`src/rtl/muldiv_seq.sv`:
```
// rtl/muldiv_seq.sv - iterative 32-bit signed multiply/divide sequencer driving a shared add/sub ALU
//
// Purpose: runs a signed MULT (unsigned shift-add on magnitudes) or signed DIV
// (restoring division on magnitudes), issuing one ALU add/sub per cycle.
// Ports:
//   clock, reset_n           rising-edge clock, asynchronous active-low reset
//   ctrl_MULT, ctrl_DIV      one-cycle start pulses (MULT wins when both high)
//   data_operandA/B          operands, latched at start
//   data_result              registered result
//   data_exception           registered overflow / divide-by-zero flag
//   data_resultRDY           one-cycle done strobe
//   alu_opA/opB/opcode/shamt request to the shared ALU (add=0, sub=1, shamt=0)
//   alu_result               combinational ALU result for the current request
module muldiv_seq #(
  parameter int WIDTH = 32,
  parameter int CNT_W = 6
) (
  input  logic             clock,
  input  logic             reset_n,
  input  logic             ctrl_MULT,
  input  logic             ctrl_DIV,
  input  logic [WIDTH-1:0] data_operandA,
  input  logic [WIDTH-1:0] data_operandB,
  output logic [WIDTH-1:0] data_result,
  output logic             data_exception,
  output logic             data_resultRDY,
  output logic [WIDTH-1:0] alu_opA,
  output logic [WIDTH-1:0] alu_opB,
  output logic [4:0]       alu_opcode,
  output logic [4:0]       alu_shamt,
  input  logic [WIDTH-1:0] alu_result
);

  localparam logic [4:0]       OP_ADD  = 5'd0;
  localparam logic [4:0]       OP_SUB  = 5'd1;
  localparam logic [WIDTH-1:0] MIN_VAL = {1'b1, {(WIDTH-1){1'b0}}};
  localparam logic [WIDTH-1:0] ONES    = {WIDTH{1'b1}};

  typedef enum logic [2:0] {IDLE, ABS_A, ABS_B, ITER, SIGN, DONE} state_t;

  state_t           state_q, state_d;
  logic             op_div_q, op_div_d;
  logic [WIDTH-1:0] a_q, a_d, b_q, b_d;
  logic [WIDTH-1:0] m_q, m_d;     // |B|
  logic [WIDTH-1:0] hi_q, hi_d;   // product high word / partial remainder
  logic [WIDTH-1:0] lo_q, lo_d;   // product low word / quotient
  logic             sign_q, sign_d;
  logic [CNT_W-1:0] cnt_q, cnt_d;
  logic [WIDTH-1:0] res_q, res_d;
  logic             exc_q, exc_d;
  logic [WIDTH-1:0] data_result_q, data_result_d;
  logic             data_exc_q, data_exc_d;
  logic             rdy_q, rdy_d;

  logic             start;
  logic             carry;
  logic             borrow;
  logic [WIDTH:0]   rp;           // shifted remainder before the trial subtract

  assign start          = ctrl_MULT | ctrl_DIV;
  assign alu_shamt      = 5'd0;
  assign data_result    = data_result_q;
  assign data_exception = data_exc_q;
  assign data_resultRDY = rdy_q;

  always_comb begin
    state_d       = state_q;
    op_div_d      = op_div_q;
    a_d           = a_q;
    b_d           = b_q;
    m_d           = m_q;
    hi_d          = hi_q;
    lo_d          = lo_q;
    sign_d        = sign_q;
    cnt_d         = cnt_q;
    res_d         = res_q;
    exc_d         = exc_q;
    data_result_d = data_result_q;
    data_exc_d    = data_exc_q;
    rdy_d         = 1'b0;
    alu_opA       = '0;
    alu_opB       = '0;
    alu_opcode    = OP_ADD;
    carry         = 1'b0;
    borrow        = 1'b0;
    rp            = '0;

    case (state_q)
      ABS_A: begin
        alu_opB    = a_q;
        alu_opcode = OP_SUB;
        lo_d       = a_q[WIDTH-1] ? alu_result : a_q;
        hi_d       = '0;
        sign_d     = a_q[WIDTH-1] ^ b_q[WIDTH-1];
        state_d    = ABS_B;
      end
      ABS_B: begin
        alu_opB    = b_q;
        alu_opcode = OP_SUB;
        m_d        = b_q[WIDTH-1] ? alu_result : b_q;
        cnt_d      = CNT_W'(WIDTH);
        state_d    = ITER;
      end
      ITER: begin
        if (!op_div_q) begin
          alu_opA = hi_q;
          alu_opB = lo_q[0] ? m_q : '0;
          // Carry-out recovered from the operand and sum sign bits.
          carry = lo_q[0] & ((alu_opA[WIDTH-1] & alu_opB[WIDTH-1]) |
                             ((alu_opA[WIDTH-1] | alu_opB[WIDTH-1]) & ~alu_result[WIDTH-1]));
          hi_d  = {carry, alu_result[WIDTH-1:1]};
          lo_d  = {alu_result[0], lo_q[WIDTH-1:1]};
        end else begin
          rp         = {hi_q, lo_q[WIDTH-1]};
          alu_opA    = rp[WIDTH-1:0];
          alu_opB    = m_q;
          alu_opcode = OP_SUB;
          // Set when the 32-bit subtract would need to borrow (opA < opB unsigned).
          borrow = (~alu_opA[WIDTH-1] & alu_opB[WIDTH-1]) |
                   (~(alu_opA[WIDTH-1] ^ alu_opB[WIDTH-1]) & alu_result[WIDTH-1]);
          if (rp[WIDTH] | ~borrow) begin
            hi_d = alu_result;
            lo_d = {lo_q[WIDTH-2:0], 1'b1};
          end else begin
            hi_d = rp[WIDTH-1:0];
            lo_d = {lo_q[WIDTH-2:0], 1'b0};
          end
        end
        cnt_d = cnt_q - CNT_W'(1);
        if (cnt_q == CNT_W'(1)) state_d = SIGN;
      end
      SIGN: begin
        alu_opB    = lo_q;
        alu_opcode = OP_SUB;
        res_d      = sign_q ? alu_result : lo_q;
        if (op_div_q)
          exc_d = (a_q == MIN_VAL) && (b_q == ONES);
        else
          exc_d = (hi_q != '0) || (!sign_q && lo_q[WIDTH-1]) || (sign_q && (lo_q > MIN_VAL));
        state_d = DONE;
      end
      DONE: begin
        data_result_d = res_q;
        data_exc_d    = exc_q;
        rdy_d         = 1'b1;
        state_d       = IDLE;
      end
      default: state_d = IDLE;
    endcase

    // A start in any state discards whatever was in flight.
    if (start) begin
      op_div_d      = ~ctrl_MULT;
      a_d           = data_operandA;
      b_d           = data_operandB;
      m_d           = '0;
      hi_d          = '0;
      lo_d          = '0;
      sign_d        = 1'b0;
      cnt_d         = '0;
      data_result_d = data_result_q;
      data_exc_d    = 1'b0;
      rdy_d         = 1'b0;
      if (!ctrl_MULT && (data_operandB == '0)) begin
        res_d   = '0;
        exc_d   = 1'b1;
        state_d = DONE;
      end else begin
        state_d = ABS_A;
      end
    end
  end

  always_ff @(posedge clock or negedge reset_n) begin
    if (!reset_n) begin
      state_q       <= IDLE;
      op_div_q      <= 1'b0;
      a_q           <= '0;
      b_q           <= '0;
      m_q           <= '0;
      hi_q          <= '0;
      lo_q          <= '0;
      sign_q        <= 1'b0;
      cnt_q         <= '0;
      res_q         <= '0;
      exc_q         <= 1'b0;
      data_result_q <= '0;
      data_exc_q    <= 1'b0;
      rdy_q         <= 1'b0;
    end else begin
      state_q       <= state_d;
      op_div_q      <= op_div_d;
      a_q           <= a_d;
      b_q           <= b_d;
      m_q           <= m_d;
      hi_q          <= hi_d;
      lo_q          <= lo_d;
      sign_q        <= sign_d;
      cnt_q         <= cnt_d;
      res_q         <= res_d;
      exc_q         <= exc_d;
      data_result_q <= data_result_d;
      data_exc_q    <= data_exc_d;
      rdy_q         <= rdy_d;
    end
  end

endmodule

```
`config.mk`:
```
export PLATFORM = sky130hd
export DESIGN_NAME = muldiv_seq
export DESIGN_NICKNAME = d
export VERILOG_FILES = /design/src/rtl/muldiv_seq.sv
export SDC_FILE = /design/constraint.sdc
export NUM_CORES = 1
export LEC_CHECK = 0
export ABC_CLOCK_PERIOD_IN_PS = 1800
export BUFFER_PORTS_ARGS = -buffer_cell sky130_fd_sc_hd__buf_2
export CAP_MARGIN = 0
export CORE_MARGIN = 5
export CORE_UTILIZATION = 50
export DETAILED_ROUTE_END_ITERATION = 7
export PLACE_DENSITY = 0.82
export SLEW_MARGIN = 0
export SYNTH_ARGS = -nofsm -noshare
export SYNTH_HDL_FRONTEND = slang
export SYNTH_SLANG_ARGS = --single-unit
```
`constraint.sdc`:
```
create_clock -name clock -period 1.8 [get_ports clock]
set_clock_uncertainty 0.1 [all_clocks]
set_input_delay 0.09 -clock clock [delete_from_list [all_inputs] [get_ports clock]]
set_output_delay 0.09 -clock clock [all_outputs]
set_load 0.02 [all_outputs]
```
## After elaboration in Yosys (flattened, before gate mapping)

Index checks and enable logic that the tools add are counted.

| word-level totals | value |
|---|---|
| logic and storage cells | 99 |
| flip-flop bits (word level) | 238 |
| output and inout port bits | 108 |
| input port bits | 100 |

| cells by class | value |
|---|---|
| mux-type cells | 39 |
| add/subtract/negate cells | 1 |
| bitwise gates (word level) | 18 |
| magnitude comparators | 1 |
| reductions and logical operators | 17 |
| equality and inequality tests | 9 |

Operator list:

| kind | number |
|---|---|
| 2-to-1 mux 32 bit | 17 |
| one-hot mux 32 bit (2 select lines) | 2 |
| one-hot mux 32 bit (4 select lines) | 1 |
| equality test 32 bit (second input constant) | 2 |
| greater-than comparator 32 bit (second input constant) | 1 |
| logical NOT 32 bit | 1 |
| nonzero test 32 bit | 1 |
| 2-to-1 mux 1 bit | 12 |
| one-hot mux 3 bit (4 select lines) | 1 |
| one-hot mux 6 bit (2 select lines) | 1 |
| 2-to-1 mux 3 bit | 3 |
| equality test 3 x 2 -> 1 bit (second input constant) | 2 |
| equality test 3 bit (second input constant) | 2 |
| equality test 6 x 1 -> 1 bit (second input constant) | 1 |
| 2-to-1 mux 6 bit | 1 |
| NOT 1 bit | 6 |
| nonzero test 2 bit | 3 |
| nonzero test 3 bit | 2 |
| subtractor 6 x 1 -> 6 bit (second input constant) | 1 |
| AND 1 bit | 5 |
| OR 1 bit | 5 |
| logical AND 1 bit | 4 |
| equality test 3 x 1 -> 1 bit (second input constant) | 1 |
| inequality test 3 bit (second input constant) | 1 |
| 6 further kinds | 9 |

## Depth between registers and ports, before layout

Gate-level depths: netlist of the first run.

| depth | value |
|---|---|
| word-level depth | 10 |
| gate-level depth with buffers | 8 |
| gate-level depth less buffers | 7 |

## Least setup slack after synthesis of the first run

Ideal clock, no wire load.

| path | value |
|---|---|
| path type | register to register |
| start point | reg hi_q[30] |
| end point | reg hi_q[10] |
| stages on the path, launching flop included | 9 |
| clock period less this slack | 1.919 ns |
| path slack | -0.119 ns |
| library setup time | 0.121 ns |
| path buffers | 1 |
| required time | 1.579 ns |
| data arrival time | 1.698 ns |
| path through | dfrtp_1 > inv_1 > ha_1 > a21oi_1 > nor2_1 > buf_4 > mux2i_1 > a21oi_1 > a22o_1 |

| between the ends | value |
|---|---|
| cells in the longest elaborated chain, start to end | 10 |
| elaborated cells on any way between the ends | 12 |
| those cells by class | 4 x mux; 8 x bitwise |

RTL lines:

| item | line | RTL |
|---|---|---|
| from (decl) | 45 | `logic [WIDTH-1:0] hi_q, hi_d;` |
| from (signal assigned) | 196 | `hi_q <= hi_d;` |
| XOR 1 bit | 120 | `(~(alu_opA[WIDTH-1] ^ alu_opB[WIDTH-1]) & alu_result[WIDTH-1]);` |
| NOT 1 bit | 120 |  |
| AND 1 bit | 120 |  |
| OR 1 bit * | 119 | `borrow = (~alu_opA[WIDTH-1] & alu_opB[WIDTH-1]) \|` |
| NOT 1 bit * | 121 | `if (rp[WIDTH] \| ~borrow) begin` |
| OR 1 bit * | 121 |  |
| 2-to-1 mux 32 bit * | 121 |  |
| 2-to-1 mux 32 bit * | 105 | `if (!op_div_q) begin` |
| one-hot mux 32 bit (2 select lines) * | 88 | `case (state_q)` |
| 2-to-1 mux 32 bit * | 152 | `if (start) begin` |

Every way passes the cells marked *; elsewhere a longest branch is shown, timed or not.
A chain may end at the register's enable or synchronous reset.

## Worst setup path after layout of the first run

| path | value |
|---|---|
| start point | reg lo_q[8] |
| end point | reg exc_q |

| between the ends | value |
|---|---|
| cells in the longest elaborated chain, start to end | 7 |

RTL lines:

| item | line | RTL |
|---|---|---|
| from (decl) | 46 | `logic [WIDTH-1:0] lo_q, lo_d;` |
| from (signal assigned) | 197 | `lo_q <= lo_d;` |
| greater-than comparator 32 bit * | 139 | `exc_d = (hi_q != '0) \|\| (!sign_q && lo_q[WIDTH-1]) \|\| (sign_q && (lo_q > MIN_VAL));` |
| logical AND 1 bit * | 139 |  |
| logical OR 1 bit * | 139 |  |
| 2-to-1 mux 1 bit * | 136 | `if (op_div_q)` |
| 2-to-1 mux 1 bit * | 88 |  |
| 2-to-1 mux 1 bit | 164 | `if (!ctrl_MULT && (data_operandB == '0)) begin` |
| 2-to-1 mux 1 bit * | 152 |  |
| net exc_d | 50 | `logic exc_q, exc_d;` |
| to (signal assigned) | 186 | `exc_q <= 1'b0;` |
| to (signal assigned) | 201 | `exc_q <= exc_d;` |
| to (decl) | 50 |  |

The timed path passes the listed nets; every way through them passes the cells marked *.

==> results.sh, run 1 <==
export IMPL_worst_slew_pin_slew_ps=1180
export IMPL_finalMaxSlewViolations=0
export IMPL_crit_path_end_kind="flip-flop"
export IMPL_critPathTopFamily="simple AND/OR/NAND/NOR gates"
export IMPL_worst_slack_ps=-813
export IMPL_wl_mm=62.1
export IMPL_grt_usage=0.356
export IMPL_fmax_mhz=383
export IMPL_yosysSeqAreaShare=0.463
export IMPL_core_area_um2=25300
export IMPL_arrival_ps=2930
export IMPL_async_flop_share=1.00
export IMPL_crit_slowest_cell="nor4_1"
export IMPL_dp_slack_ps=-395
export IMPL_post_drt_wl_per_cell_um=28.7
export IMPL_p_per_area_nw_per_um2=717
export IMPL_cp_required_ps=2120
export IMPL_drc=0
export IMPL_viasPerCell=6.79
export IMPL_crit_type="reg2reg"
export IMPL_status="finished, violations left"
export IMPL_start_util=0.510
export IMPL_dpl_cell_area_um2=15300
export IMPL_vias=14708
export IMPL_finalCriticalPeriod_ps=2610
export IMPL_grt_pass1_vias=14050
export IMPL_fillers=1233
export IMPL_vdd_drop_max_mv=0.627
export IMPL_internal_power_mw=10.2
export IMPL_worst_path_buf_inv=1
export IMPL_cts_made_buffers=25
export IMPL_drive_gt1_frac=0.406
export IMPL_violations="setup timing"
export IMPL_globalplace_congestion=0.925
export IMPL_fin_util=0.812
export IMPL_synth_ff_type="dfrtp_1"
export IMPL_synth_edf_count=0
export IMPL_multi_input_area_um2=7880
export IMPL_final_nets=1921
export IMPL_tns_ps=-63550
export IMPL_rsz0062_at_grt="yes"
export IMPL_regArea_um2=5960
export IMPL_startpoint_type="flip-flop"
export IMPL_drt_first_iter_violations=2278
export IMPL_clk_latency_ps=550
export IMPL_pwr_share_clk=0.373
export IMPL_numPortBuffers=198
export IMPL_rows=58
export IMPL_leakage_nw=9.07
export IMPL_die_w_um=170
export IMPL_dp_hpwl_mm=30.7
export IMPL_synth_cell_types=47
export IMPL_first_pass_iters=6
export IMPL_synth_yosys_warnings=0
export IMPL_cts_tree="yes"
export IMPL_hp_class="in2async"
export IMPL_antenna_cells=0
export IMPL_syn_to_final_growth_pct=59.3
export IMPL_die_area_um2=29100
export IMPL_switching_share=0.306
export IMPL_grt_max_degree=55
export IMPL_mostFrequentLayoutCell="dfrtp_1"
export IMPL_cts_htree_levels=1
export IMPL_grt_overflow=0
export IMPL_timing_final_hold_violations=0
export IMPL_synth_area_per_cell_um2=9.44
export IMPL_slowest_delay_ps=1000
export IMPL_p_total_mw=14.7
export IMPL_finalSetupViolCount=219
export IMPL_seqPwrFrac=0.396
export IMPL_grt_first_pass_wirelength_mm=80.8
export IMPL_stdcell_count=2166
export IMPL_io_pins=208
export IMPL_critPathMaxFanout=2
export IMPL_cap_viol_max_count=0
export IMPL_holdWs_ps=70.9
export IMPL_path_clk_slew_ps=70
export IMPL_antenna_found_initial=1
export IMPL_syn_area_um2=12900
export IMPL_switching_power_mw=4.49
export IMPL_relSlewSlack=0.208
export IMPL_min_period_over_period=1.45
export IMPL_synth_cells=1364
export IMPL_cts_buffer_depth=3
export IMPL_cts_sinks=238
export IMPL_cts_root_buf="clkbuf_16"
export IMPL_postRouteAntennaNets=0
export IMPL_layout_common_cells="233 x dfrtp_1, 209 x nand2_1, 151 x mux2i_1"
export IMPL_die_h_um=170
export IMPL_combinationalPowerShare=0.230
export IMPL_ys_ff_latch=238
export IMPL_path_cells="nor4_1 > nand4_1 > o31ai_1 > buf_4 > o31ai_2 > o32a_2"
export IMPL_final_area_um2=20500
export IMPL_post_place_cells=1940
==> power by group through the flow <==
stage / combinational (mW) / sequential (mW) / clock, mW
after detailed placement: 2.25 / 5.89 / 0
after floorplan: 1.18 / 5.89 / 0
final: 3.38 / 5.83 / 5.49
after CTS: 2.84 / 5.79 / 5.36
after global routing: 3.49 / 5.84 / 5.69
after global placement: 2.20 / 5.87 / 0
==> final cells by class <==
| cell class | instances | area share |
|---|---|---|
| multi-input cells | 1010 | 0.384 |
| flip-flops and latches | 238 | 0.291 |
| repair buffers | 538 | 0.263 |
| clock buffers | 34 | 0.0341 |
| well taps | 330 | 0.0201 |
| clock inverters | 11 | 0.00695 |
| inverters | 5 | 0.000915 |
==> kinds of logic after synthesis <==
| kind of cell | after synthesis | synth area share |
|---|---|---|
| AOI/OAI and AO/OA | 316 | 0.162 |
| xor gates and xnor gates | 2 | 0.00136 |
| adders and majority gates | 4 | 0.00369 |
| buffers and inverters | 124 | 0.0453 |
| DFF | 238 | 0.463 |
| muxes | 217 | 0.172 |
| other | 1 | 0.000291 |
| and+or+nand+nor | 462 | 0.153 |
==> registers in the layout, summed over array words and instances (netlist names) <==
signal	flops
b_q	32
res_q	32
cnt_q	6
sign_q	1
data_result	32
state_q	3
data_resultRDY	1
op_div_q	1
a_q	32
hi_q	32
exc_q	1
lo_q	32
data_exception	1
m_q	32
==> synth_stat cells, types with 2 or more instances <==
master	number	share of area
nor4_1	25	0.012
nand3_1	8	0.0031
nor4bb_1	6	0.0047
o31ai_1	3	0.0017
nand2_1	214	0.062
buf_1	8	0.0023
a22o_1	37	0.025
nand3b_1	2	0.0012
nor3_1	2	0.00078
buf_2	36	0.014
mux2i_1	185	0.14
o21bai_1	2	0.0012
and4bb_1	2	0.0019
a21oi_1	61	0.024
nor2b_1	8	0.0039
or3_1	3	0.0015
nor2_2	2	0.00097
nand2b_1	2	0.00097
buf_4	19	0.011
o21ai_0	74	0.029
a211oi_1	70	0.041
inv_1	5	0.0015
mux2_2	32	0.028
ha_1	3	0.0029
nand4_1	10	0.0049
dfrtp_1	238	0.46
a22oi_1	64	0.037
nor2_1	170	0.050
clkbuf_1	55	0.016
==> repair_timing <==
action / CTS / global route
resized for setup: 314 / 271
pin swaps: 40 / 83
cloned: 22 / 10
setup buffers: 31 / 28
endpoints found under the hold margin: 422 / 0
hold buffers: 101 / 0
endpoints found under the setup margin: 154 / 232
==> layer usage <==
metal | wire length [um] | vias to the layer above | GRT usage
li1 | - | 5788 | -
met1 | 20600 | 6986 | 0.450
met3 | 7410 | 493 | 0.0681
met2 | 28500 | 1441 | 0.586
met4 | 5660 | 0 | 0.181
met5 | 0 | - | 0
==> worst register-to-register path: stages (launching register included) <==
cell	delay, ps
dfrtp_1	400
nor4_1	1000
nand4_1	180
o31ai_1	340
buf_4	180
o31ai_2	70
o32a_2	220
==> worst paths after layout <==
path / startpoint / end / slack (ps) / cells after the start
min in group clock: data_operandA[5] / a_q[5] / 190 / 4
max in group asynchronous: reset_n / res_q[18] / 1160 / 3
setup reg to reg: lo_q[8] / exc_q / -810 / 6
setup / recovery: lo_q[8] / exc_q / -810 / 6
hold / removal: reset_n / m_q[25] / 70 / 3
hold reg to reg: data_result[3] / data_result[3] / 410 / 1
Power figures use the tool's default switching activity.
==> run 2, diff against run 1 <==
--- a/config.mk
+++ b/config.mk
@@ -9,9 +9,11 @@
 export BUFFER_PORTS_ARGS = -buffer_cell sky130_fd_sc_hd__buf_2
 export CAP_MARGIN = 0
 export CORE_MARGIN = 5
-export CORE_UTILIZATION = 50
+export CORE_UTILIZATION = 52
+export CTS_CLUSTER_DIAMETER = 150
 export DETAILED_ROUTE_END_ITERATION = 7
-export PLACE_DENSITY = 0.82
+export PLACE_DENSITY = 0.84
+export SKIP_CTS_REPAIR_TIMING = 1
 export SLEW_MARGIN = 0
 export SYNTH_ARGS = -nofsm -noshare
 export SYNTH_HDL_FRONTEND = slang
==> results.sh, run 2 (same netlist as run 1, synthesis figures left out) <==
export IMPL_postRouteAntennaNets=0
export IMPL_worst_slew_pin_slew_ps=578
export IMPL_finalSetupViolCount=182
export IMPL_critPathMaxFanout=6
export IMPL_vias=13746
export IMPL_grtUsageMet1=0.401
export IMPL_start_util=0.529
export IMPL_timing_final_hold_violations=0
export IMPL_startpoint_type="flip-flop"
export IMPL_rows=57
export IMPL_clk_latency_ps=520
export IMPL_leakage_nw=8.73
export IMPL_numPortBuffers=198
export IMPL_grt_use_met3=0.0500
export IMPL_cts_root_buf="clkbuf_16"
export IMPL_crit_slowest_cell="dfrtp_1"
export IMPL_path_cells="and2b_1 > nand2_2 > nor2_4 > buf_12 > clkbuf_16 > a22oi_2 > o21ai_1 > buf_4"
export IMPL_reg2regPathDepth=9
export IMPL_viasPerCell=6.43
export IMPL_dp_slack_ps=-293
export IMPL_io_pins=208
export IMPL_slowest_delay_ps=410
export IMPL_met2_usage=0.453
export IMPL_cp_required_ps=1610
export IMPL_rsz0062_at_grt="yes"
export IMPL_grt_pass1_vias=11977
export IMPL_regToRegStartpoint="state_q[0]"
export IMPL_vdd_drop_max_mv=0.660
export IMPL_cts_buffer_depth=3
export IMPL_die_area_um2=28000
export IMPL_antenna_found_initial=0
export IMPL_mostFrequentLayoutCell="dfrtp_1"
export IMPL_globalplace_congestion=0.963
export IMPL_final_nets=1901
export IMPL_wl_mm=52.3
export IMPL_first_pass_iters=6
export IMPL_rr_endpoint="m_q[16]"
export IMPL_cts_tree="yes"
export IMPL_antenna_cells=0
export IMPL_crit_start="state_q[2]"
export IMPL_grt_usage=0.286
export IMPL_cts_htree_levels=1
export IMPL_finalMaxSlewViolations=0
export IMPL_fillers=1338
export IMPL_grt_max_degree=67
export IMPL_die_h_um=167
export IMPL_fmax_mhz=432
export IMPL_fin_util=0.777
export IMPL_status="finished, violations left"
export IMPL_drt_first_iter_violations=1908
export IMPL_layout_common_cells="233 x dfrtp_1, 210 x nand2_1, 187 x buf_4"
export IMPL_die_w_um=167
export IMPL_dp_hpwl_mm=30.3
export IMPL_grt_first_pass_wirelength_mm=65.3
export IMPL_p_per_area_nw_per_um2=757
export IMPL_crit_type="reg2out"
export IMPL_arrival_ps=2130
export IMPL_violations="setup timing"
export IMPL_cts_sinks=238
export IMPL_worst_slack_ps=-516
export IMPL_core_area_um2=24300
export IMPL_top_usage_layer="met2"
export IMPL_path_clk_slew_ps=70
export IMPL_hp_class="in2async"
export IMPL_relSlewSlack=0.615
export IMPL_syn_to_final_growth_pct=46.8
export IMPL_worstSetupEndpoint="alu_opB[10]"
export IMPL_drive_gt1_frac=0.333
export IMPL_crit_path_end_kind="primary output"
export IMPL_finalCriticalPeriod_ps=2320
export IMPL_min_period_over_period=1.29
export IMPL_ff2ff_setup_slack_ps=-480
export IMPL_grt_overflow=0
export IMPL_cts_made_buffers=25
export IMPL_post_drt_wl_per_cell_um=24.5
export IMPL_cap_viol_max_count=0
export IMPL_drc=0
## run 2: changes by cell type in the layout (fill, tap and decap cells not counted), sizes merged
cell,previous run,this run
buf,427,404
clkbuf,42,48
bufbuf,3,0
clkinvlp,2,0
bufinv,3,4
clkinv,5,6
inv,6,5
## run 2: area by class of cell
type / count / area [um2] / share of cell area
clock inverter: 10 / 150 / 0.00794
clock buffer: 34 / 719 / 0.0381
sequential: 238 / 5960 / 0.316
inverter: 5 / 18.8 / 0.000993
multi-input combinational: 1010 / 7020 / 0.371
tap: 324 / 405 / 0.0214
timing repair buffer: 518 / 4620 / 0.245
## run 2: worst min-delay path by stage
stage	from	endpoint	slack, ps	cells past startpoint
detailed placement	reset_n	b_q[22]	-6	1
floorplan	reset_n	a_q[0]	-310	0
global route	reset_n	b_q[29]	80	2
CTS	reset_n	b_q[0]	-550	1
global placement	reset_n	b_q[17]	-10	1
finish	reset_n	b_q[23]	40	2
## run 2: worst max-delay path: cells and delay by family (launching register included)
family          cells  cell delay [ps]
buf+inv             3              520
compound gates      2              190
flops               1              410
simple gates        3              470
## run 2: metrics by stage
step                      power [mW]  hold WS [ps]  cell area, um2  setup TNS [ps]  cells
after detailed placement        8.14         -5.98           15300           -4510   1943
after global placement          8.07         -10.4           15300            -472   1943
after global routing            14.7          80.7           18900          -51930   2139
final                           14.3          38.4           18900          -44020   2139
after CTS                       13.6          -552           16200          -35290   1987
after floorplan                 7.07          -306           12900               0   1372
## run 2: per-layer routing
metal	share of wire	up-vias
met5	0	-
met4	0.058	0
met3	0.12	276
met2	0.47	1172
met1	0.36	6537
li1	-	5761
## run 2: where the power goes
part           switching, mW  internal, mW
Clock                   2.20          3.36
Sequential             0.234          5.58
Combinational           1.64          1.30
Total                   4.08          10.2
